==> config.mk <==
export PLATFORM = sky130hd
export DESIGN_NAME = fft_butterfly_sequencer
export DESIGN_NICKNAME = d
export VERILOG_FILES = /design/src/rtl/fft_ctrl_pkg.sv /design/src/rtl/fft_addr_gen.sv /design/src/rtl/fft_butterfly_sequencer.sv
export SDC_FILE = /design/constraint.sdc
export NUM_CORES = 1
export LEC_CHECK = 0
export BUFFER_PORTS_ARGS = -buffer_cell sky130_fd_sc_hd__buf_2
export CORE_ASPECT_RATIO = 1.5
export CORE_UTILIZATION = 45
export CTS_CLUSTER_SIZE = 16
export DETAILED_ROUTE_END_ITERATION = 8
export GPL_TIMING_DRIVEN = 0
export PLACE_DENSITY = 0.83
export SETUP_SLACK_MARGIN = 0.4
export SYNTH_ARGS = -nofsm -noshare
export SYNTH_HDL_FRONTEND = slang
export SYNTH_SLANG_ARGS = --single-unit
==> constraint.sdc <==
create_clock -name clk -period 2.1 [get_ports clk]
set_clock_uncertainty 0.15 [all_clocks]
set_input_delay 0.105 -clock clk [delete_from_list [all_inputs] [get_ports clk]]
set_output_delay 0.105 -clock clk [all_outputs]
set_load 0.1 [all_outputs]
==> src/rtl/fft_ctrl_pkg.sv <==
// ============================================================================
// Module : fft_ctrl_pkg
// Brief  : State encoding, per-phase control words and width helpers for the
//          radix-2 DIT FFT butterfly sequencer.
// Rev    : 1.0  initial release
// ============================================================================
`default_nettype none
`timescale 1ns/1ps

package fft_ctrl_pkg;

  typedef enum logic [2:0] {
    ST_IDLE    = 3'd0,
    ST_LOAD    = 3'd1,
    ST_ZR_HALF = 3'd2,
    ST_ZR_FULL = 3'd3,
    ST_ZI_HALF = 3'd4,
    ST_ZI_FULL = 3'd5,
    ST_FLUSH   = 3'd6,
    ST_DONE    = 3'd7
  } state_t;

  typedef struct packed {
    logic       load1;
    logic       cin1;
    logic       load2;
    logic       cin2;
    logic       w_sel;
    logic       in_en;
    logic [1:0] in_addr;
    logic       out_en;
    logic       out_addr;
  } ctrl_word_t;

  //                                     ld1   ci1   ld2   ci2   wsel  in_en in_addr out_en out_addr
  localparam ctrl_word_t c_cw_idle    = '0;
  localparam ctrl_word_t c_cw_load    = '{1'b0, 1'b0, 1'b0, 1'b1, 1'b0, 1'b1, 2'b00, 1'b1, 1'b1};
  localparam ctrl_word_t c_cw_zr_half = '{1'b1, 1'b0, 1'b1, 1'b1, 1'b0, 1'b1, 2'b00, 1'b0, 1'b0};
  localparam ctrl_word_t c_cw_zr_full = '{1'b0, 1'b1, 1'b0, 1'b0, 1'b1, 1'b0, 2'b01, 1'b0, 1'b0};
  localparam ctrl_word_t c_cw_zi_half = '{1'b1, 1'b0, 1'b1, 1'b1, 1'b1, 1'b0, 2'b10, 1'b1, 1'b0};
  localparam ctrl_word_t c_cw_zi_full = '{1'b0, 1'b0, 1'b0, 1'b1, 1'b0, 1'b0, 2'b11, 1'b0, 1'b0};
  localparam ctrl_word_t c_cw_flush   = '{1'b0, 1'b0, 1'b0, 1'b0, 1'b0, 1'b0, 2'b00, 1'b1, 1'b1};

  function automatic int addr_width(input int log2n);
    return log2n;
  endfunction

  function automatic int tw_width(input int log2n);
    return log2n - 1;
  endfunction

  function automatic int stage_width(input int log2n);
    return $clog2(log2n);
  endfunction

  function automatic ctrl_word_t ctrl_word(input state_t st);
    case (st)
      ST_LOAD:    return c_cw_load;
      ST_ZR_HALF: return c_cw_zr_half;
      ST_ZR_FULL: return c_cw_zr_full;
      ST_ZI_HALF: return c_cw_zi_half;
      ST_ZI_FULL: return c_cw_zi_full;
      ST_FLUSH:   return c_cw_flush;
      default:    return c_cw_idle;
    endcase
  endfunction

endpackage

`default_nettype wire

==> src/rtl/fft_addr_gen.sv <==
// ============================================================================
// Module : fft_addr_gen
// Brief  : Combinational (stage, butterfly) -> operand and twiddle addresses.
// Rev    : 1.0  initial release
// ============================================================================
`default_nettype none
`timescale 1ns/1ps

module fft_addr_gen
  import fft_ctrl_pkg::*;
#(
  parameter int  LOG2N = 3,
  localparam int AW    = addr_width(LOG2N),
  localparam int TW    = tw_width(LOG2N),
  localparam int SW    = stage_width(LOG2N)
) (
  input  logic [SW-1:0] i_stage,
  input  logic [TW-1:0] i_bfly,
  output logic [AW-1:0] o_rd_addr_a,
  output logic [AW-1:0] o_rd_addr_b,
  output logic [TW-1:0] o_tw_idx
);

  localparam logic [SW-1:0] c_last_stage = SW'(LOG2N - 1);

  logic [TW-1:0] w_mask;
  logic [TW-1:0] w_j;
  logic [AW-1:0] w_half;
  logic [AW-1:0] w_group;

  // In the last stage 1<<s wraps to 0 in TW bits, so the mask becomes all ones.
  assign w_mask  = (TW'(1) << i_stage) - TW'(1);
  assign w_j     = i_bfly & w_mask;
  assign w_half  = AW'(1) << i_stage;
  assign w_group = AW'(i_bfly >> i_stage);

  assign o_rd_addr_a = ((w_group << 1) << i_stage) | AW'(w_j);
  assign o_rd_addr_b = o_rd_addr_a + w_half;
  assign o_tw_idx    = w_j << (c_last_stage - i_stage);

endmodule

`default_nettype wire

==> src/rtl/fft_butterfly_sequencer.sv <==
// ============================================================================
// Module : fft_butterfly_sequencer
// Brief  : Stage/butterfly sequencer for an in-place radix-2 DIT FFT, driving
//          the 5-phase ACU/RAM control word and operand/write/twiddle addresses.
// Rev    : 1.0  initial release
// ============================================================================
`default_nettype none
`timescale 1ns/1ps

module fft_butterfly_sequencer
  import fft_ctrl_pkg::*;
#(
  parameter int  LOG2N = 3,
  localparam int AW    = addr_width(LOG2N),
  localparam int TW    = tw_width(LOG2N)
) (
  input  logic          clk,
  input  logic          rst,
  input  logic          start,
  input  logic          hold,
  input  logic          abort,
  input  logic          inverse,
  output logic          busy,
  output logic          done,
  output logic          acu_enable,
  output logic          acu_load1,
  output logic          acu_load2,
  output logic          acu_cin1,
  output logic          acu_cin2,
  output logic          w_sel,
  output logic          data_in_en,
  output logic [1:0]    data_in_addr,
  output logic          data_out_en,
  output logic          data_out_addr,
  output logic [AW-1:0] rd_addr_a,
  output logic [AW-1:0] rd_addr_b,
  output logic [AW-1:0] wr_addr,
  output logic [TW-1:0] tw_idx,
  output logic          tw_conj
);

  localparam int            SW           = stage_width(LOG2N);
  localparam logic [SW-1:0] c_last_stage = SW'(LOG2N - 1);
  localparam logic [TW-1:0] c_last_bfly  = '1;

  state_t        r_state;
  logic [SW-1:0] r_stage;
  logic [TW-1:0] r_bfly;
  logic [AW-1:0] r_prev_b;
  logic          r_conj;

  logic [AW-1:0] w_addr_a;
  logic [AW-1:0] w_addr_b;
  logic [TW-1:0] w_tw;
  logic          w_active;
  logic          w_strobe;
  ctrl_word_t    w_cw;

  fft_addr_gen #(.LOG2N(LOG2N)) u_addr_gen (
    .i_stage     (r_stage),
    .i_bfly      (r_bfly),
    .o_rd_addr_a (w_addr_a),
    .o_rd_addr_b (w_addr_b),
    .o_tw_idx    (w_tw)
  );

  always_ff @(posedge clk or negedge rst) begin
    if (!rst) begin
      r_state  <= ST_IDLE;
      r_stage  <= '0;
      r_bfly   <= '0;
      r_prev_b <= '0;
      r_conj   <= 1'b0;
    end else if (abort && (r_state != ST_IDLE)) begin
      r_state  <= ST_IDLE;
      r_stage  <= '0;
      r_bfly   <= '0;
      r_prev_b <= '0;
      r_conj   <= 1'b0;
    end else begin
      case (r_state)
        ST_IDLE: begin
          if (start) begin
            r_state <= ST_LOAD;
            r_stage <= '0;
            r_bfly  <= '0;
            r_conj  <= inverse;
          end
        end
        ST_DONE: begin
          r_state  <= ST_IDLE;
          r_stage  <= '0;
          r_bfly   <= '0;
          r_prev_b <= '0;
          r_conj   <= 1'b0;
        end
        default: begin
          if (!hold) begin
            case (r_state)
              ST_LOAD:    r_state <= ST_ZR_HALF;
              ST_ZR_HALF: r_state <= ST_ZR_FULL;
              ST_ZR_FULL: r_state <= ST_ZI_HALF;
              ST_ZI_HALF: r_state <= ST_ZI_FULL;
              ST_ZI_FULL: begin
                // B-result of this butterfly is written in the next LOAD or FLUSH.
                r_prev_b <= w_addr_b;
                if (r_bfly == c_last_bfly) begin
                  r_state <= ST_FLUSH;
                end else begin
                  r_bfly  <= r_bfly + TW'(1);
                  r_state <= ST_LOAD;
                end
              end
              ST_FLUSH: begin
                if (r_stage == c_last_stage) begin
                  r_state <= ST_DONE;
                end else begin
                  r_stage <= r_stage + SW'(1);
                  r_bfly  <= '0;
                  r_state <= ST_LOAD;
                end
              end
              default: r_state <= ST_IDLE;
            endcase
          end
        end
      endcase
    end
  end

  assign w_cw     = ctrl_word(r_state);
  assign w_active = (r_state != ST_IDLE) && (r_state != ST_DONE);
  assign w_strobe = w_active && !hold;

  assign busy          = w_active;
  assign done          = (r_state == ST_DONE);
  assign acu_enable    = w_strobe;
  assign acu_load1     = w_cw.load1 & w_strobe;
  assign acu_load2     = w_cw.load2 & w_strobe;
  assign acu_cin1      = w_cw.cin1 & w_strobe;
  assign acu_cin2      = w_cw.cin2 & w_strobe;
  assign w_sel         = w_cw.w_sel;
  assign data_in_en    = w_cw.in_en & w_strobe;
  assign data_in_addr  = w_cw.in_addr;
  // The first LOAD of a stage has no previous B-result to write.
  assign data_out_en   = w_cw.out_en & w_strobe & !((r_state == ST_LOAD) && (r_bfly == '0));
  assign data_out_addr = w_cw.out_addr;
  assign rd_addr_a     = w_active ? w_addr_a : '0;
  assign rd_addr_b     = w_active ? w_addr_b : '0;
  assign tw_idx        = w_active ? w_tw : '0;
  assign wr_addr       = !w_active ? '0 : ((r_state == ST_ZI_HALF) ? w_addr_a : r_prev_b);
  assign tw_conj       = r_conj;

endmodule

`default_nettype wire

==> results of run 1 <==
## synthesized netlist by cell type (all sizes together)
library cell | instances | share of area
mux2 | 2 | 0.026
a32o | 1 | 0.010
nor2 | 16 | 0.060
and3 | 2 | 0.012
nand2b | 4 | 0.025
fa | 1 | 0.020
or2 | 3 | 0.019
nor2b | 4 | 0.025
o21ai | 10 | 0.050
a21o | 3 | 0.022
a211oi | 2 | 0.015
conb | 1 | 0.0037
nand3 | 3 | 0.015
o31ai | 3 | 0.022
o22ai | 1 | 0.0062
clkbuf | 6 | 0.022
mux2i | 2 | 0.020
buf | 5 | 0.032
nor3b | 1 | 0.0075
a22o | 3 | 0.026
nor4b | 1 | 0.0087
o32a | 1 | 0.010
dfrtp | 11 | 0.27
nor3 | 4 | 0.020
a221o | 1 | 0.010
nand2 | 7 | 0.026
inv | 13 | 0.049
a32oi | 1 | 0.0087
o211ai | 1 | 0.0075
o21bai | 2 | 0.015
xnor2 | 2 | 0.017
nor4 | 1 | 0.0062
ha | 5 | 0.062
a31o | 1 | 0.0087
a21oi | 7 | 0.035
## stage by stage
stage	instance area, sq um	instances
2_1_floorplan	1300	131
3_3_place_gp	1470	181
3_5_place_dp	1470	181
## cells by family after synthesis
family,count (synthesis)
compound gates,37
xor+xnor,2
fa+ha+maj,6
buf+inv,24
flops,11
mux,4
other cells,1
simple gates,46
==> metrics, run 1 <==
clk sinks 11; post-synthesis compound-gate area fraction 0.247; RD Place Congestion 0.896; die height 59.8 um; Seq cells post-synth 11; starting density of the core 0.488; tool error [ERROR DPL-0038] Utilization greater than 100%, impossible to legalize; syn avg cell area 7.65 sq um; io pins 31; multiplexer share of the synthesized area 0.0462; hold_buf cts 2; Post-Synth Adder-Cell Area 0.0824; Resize count post-CTS ~160; Cells after Synth 131; setup bufs post-CTS 31; Num CTS Buffers 3; HPWL Detailed 2220 um; Yosys warning count 0; row count 20; die width 40.5 um; sequential fraction of the synthesis area 0.275; simple logic cell fraction of the synthesized area 0.225; Post-Syn Area 1000 sq um; CTS H-tree lvls 1; Distinct cells, synth 40; XOR/XNOR Fraction of Synth Area 0.0175; Max clock buf depth 2; post-place setup slack -0.539 ns; main combinational cell family by area after synthesis compound AO/OA/AOI/OAI gates; Syn Nets 143; Halt Stage clock tree synthesis; Port Buffers 28; status aborted with a tool error; CTS Root Cell clkbuf_4
==> run 2, diff against run 1 <==
--- a/config.mk
+++ b/config.mk
@@ -6,13 +6,11 @@
 export NUM_CORES = 1
 export LEC_CHECK = 0
 export BUFFER_PORTS_ARGS = -buffer_cell sky130_fd_sc_hd__buf_2
-export CORE_ASPECT_RATIO = 1.5
-export CORE_UTILIZATION = 45
-export CTS_CLUSTER_SIZE = 16
+export CORE_AREA = 2 2 63 65
 export DETAILED_ROUTE_END_ITERATION = 8
+export DIE_AREA = 0 0 65 67
 export GPL_TIMING_DRIVEN = 0
-export PLACE_DENSITY = 0.83
-export SETUP_SLACK_MARGIN = 0.4
+export PLACE_DENSITY_LB_ADDON = 0.15
 export SYNTH_ARGS = -nofsm -noshare
 export SYNTH_HDL_FRONTEND = slang
 export SYNTH_SLANG_ARGS = --single-unit
==> constraint.sdc (replaced) <==
create_clock -name clk -period 2.73 [get_ports clk]
set_clock_uncertainty 0.15 [all_clocks]
set_input_delay 0.1365 -clock clk [delete_from_list [all_inputs] [get_ports clk]]
set_output_delay 0.1365 -clock clk [all_outputs]
set_load 0.1 [all_outputs]
==> run 2 against run 1 <==
Against the previous run: the run now ends clean; synthesized area unchanged; synthesized cell count unchanged.
==> metrics, run 2 <==
die height 67 um; RD Place Congestion between 0.7 and 0.8; die area 4360 sq um; Seq cells post-synth 11; HPWL Detailed 2180 um; Post-Syn Area 1000 sq um; worst path cell trace inv_1 -> ha_2 -> xnor2_1 -> a32oi_2 -> fa_1 -> xnor2_2 -> nor2_2 -> buf_6; Port Buffers 28; antenna cells 0; largest registers r_prev_b (3), r_state (3); routed len/inst 13.3 um; fraction of registers with async set/reset 1.00; count leader, synth nor2_1; setup violators final 0; Crit. End Element output pin; initial DRC count between 40 and 50; Layout fillers just under 400; TritonRoute pass-1 iters 4; Yosys top cell by area dfrtp_1; Cells after Synth 131; Post-Synth Adder-Cell Area 0.0824; min cycle time layout around 2.6 ns; post-synth top area share 0.275; Core ar. 3610 sq um; critical path launch point type flop; slowest cell on the critical path dfrtp_2; Clock transition at path regs 0.05 ns; die width 65 um; period utilization 0.953; Slew Viols, Final 0; CTS tree yes; row count 22; most frequent cells in the layout 28 x buf_2, 14 x nor2_1, 13 x inv_1, 9 x o21ai_0, 9 x dfrtp_1; simple logic cell fraction of the synthesized area 0.225; clk sinks 11; RSZ-0062 raised after global routing no; CP required 2.44 ns; CP Buf/Inv Count 2; commonest non-fill, non-tap cell in the layout buf_2; EDFF count, synth 0; critical path fanouts, max 6; Distinct cells, synth 40; Synth area leaders dfrtp_1 27%, ha_1 6.2%, nor2_1 6.0%; MaxCap Viol Count 0; routed wire length ~2900 um; predominant post-synthesis flop cell dfrtp_1; detail-routed via count per cell between 4 and 5; starting density of the core 0.278; io pins 31; Hold WC Path Type in -> reg; Clk Latency, worst-skew pair about 0.24 ns; syn avg cell area between 7 and 8 sq um; CTS H-tree lvls 1; WS Path Type reg -> out; Yosys warning count 0; final number of hold-violating endpoints 0; setup tns final 0 ns; first-pass GRT wire length around 4900 um; Post-synth top cells 16 x nor2_1, 13 x inv_1, 11 x dfrtp_1; Layout Utilization 0.390; DRT antenna net count 0; CP arrival 2.31 ns; remaining global-route overflow 0; Max clock buf depth 2; Nets 180; Top Family by Delay on Critical Path adder cells; post-synthesis compound-gate area fraction 0.247; Max Freq 384 MHz; main combinational cell family by area after synthesis compound AO/OA/AOI/OAI gates; Syn Nets 143; initial antenna violation count 0; worst hold slack 0.145 ns; DRC viols 0; layout cell share with drive strength beyond 1 0.347; Num CTS Buffers 3; largest net degree at the start of global routing 12; synthesis-to-finish area growth 40.2%; XOR/XNOR Fraction of Synth Area 0.0175; Total Routing Usage GR 0.148; via count 1050; status finished, final reports clean; CTS Root Cell clkbuf_8; sequential fraction of the synthesis area 0.275; CP peak stage delay between 0.4 and 0.5 ns; vias in the first global route 989; multiplexer share of the synthesized area 0.0462
[run 2: repair_timing]
| item | 4_1_cts | 5_1_grt |
|---|---|---|
| hold buffers | 2 | 0 |
| endpoints found under the hold margin | 12 | 0 |
| pin swaps | 0 | 1 |
| resized for setup | 7 | 5 |
| buffers inserted | 0 | 2 |
| endpoints found under the setup margin | 6 | 5 |
[run 2: path summary, 6_finish.rpt]
check,start,to,slack (ns),cells past startpoint
worst max-delay path,r_stage[1],rd_addr_b[2],0.13,8
max in group asynchronous,rst,r_stage[1],2.03,2
worst min register to register,r_prev_b[0],r_prev_b[0],0.36,2
min in group asynchronous,rst,r_state[0],0.16,2
worst min-delay path,abort,r_state[0],0.14,2
worst max register to register,r_stage[1],r_prev_b[2],0.51,7
[run 2: layout make-up]
cell class	count	area, sq um	area share
Clock buffer	4	45.0	0.0321
Multi-Input combinational cell	96	724	0.516
Tap cell	48	60.1	0.0427
Buffer	11	57.6	0.0410
Inverter	13	48.8	0.0347
Timing Repair Buffer	32	191	0.136
Sequential cell	11	278	0.198
[run 2: cell families (layout without fill, tap and decap cells)]
group / after synthesis / after routing
AND/OR/NAND/NOR: 46 / 46
buffers and inverters: 24 / 60
other: 1 / 1
XOR/XNOR: 2 / 2
multiplexers: 4 / 4
adder cells (fa/ha/maj): 6 / 6
flip-flops: 11 / 11
AO/OA/AOI/OAI: 37 / 37
[run 2: metal layers]
metal / vias up / track usage / routed length [um]
li1: 520 / - / -
met1: 499 / 0.206 / 1390
met2: 27 / 0.226 / 1300
met3: 4 / 0.0220 / 132
met4: 0 / 0.0612 / 42
met5: - / 0 / 0
[run 2: metrics by stage]
step	setup WS, ns	instance area (sq um)	std cells
after floorplan	-0.387	1090	131
after global placement	-0.0574	1290	207
after detailed placement	-0.0760	1290	207
after CTS	0.00509	1370	213
after global routing	0.0174	1410	215
final	0.129	1410	215
Power of run 2 is not shown: default switching activity piles up to over one toggle a cycle in this logic, so the estimate is an artifact.
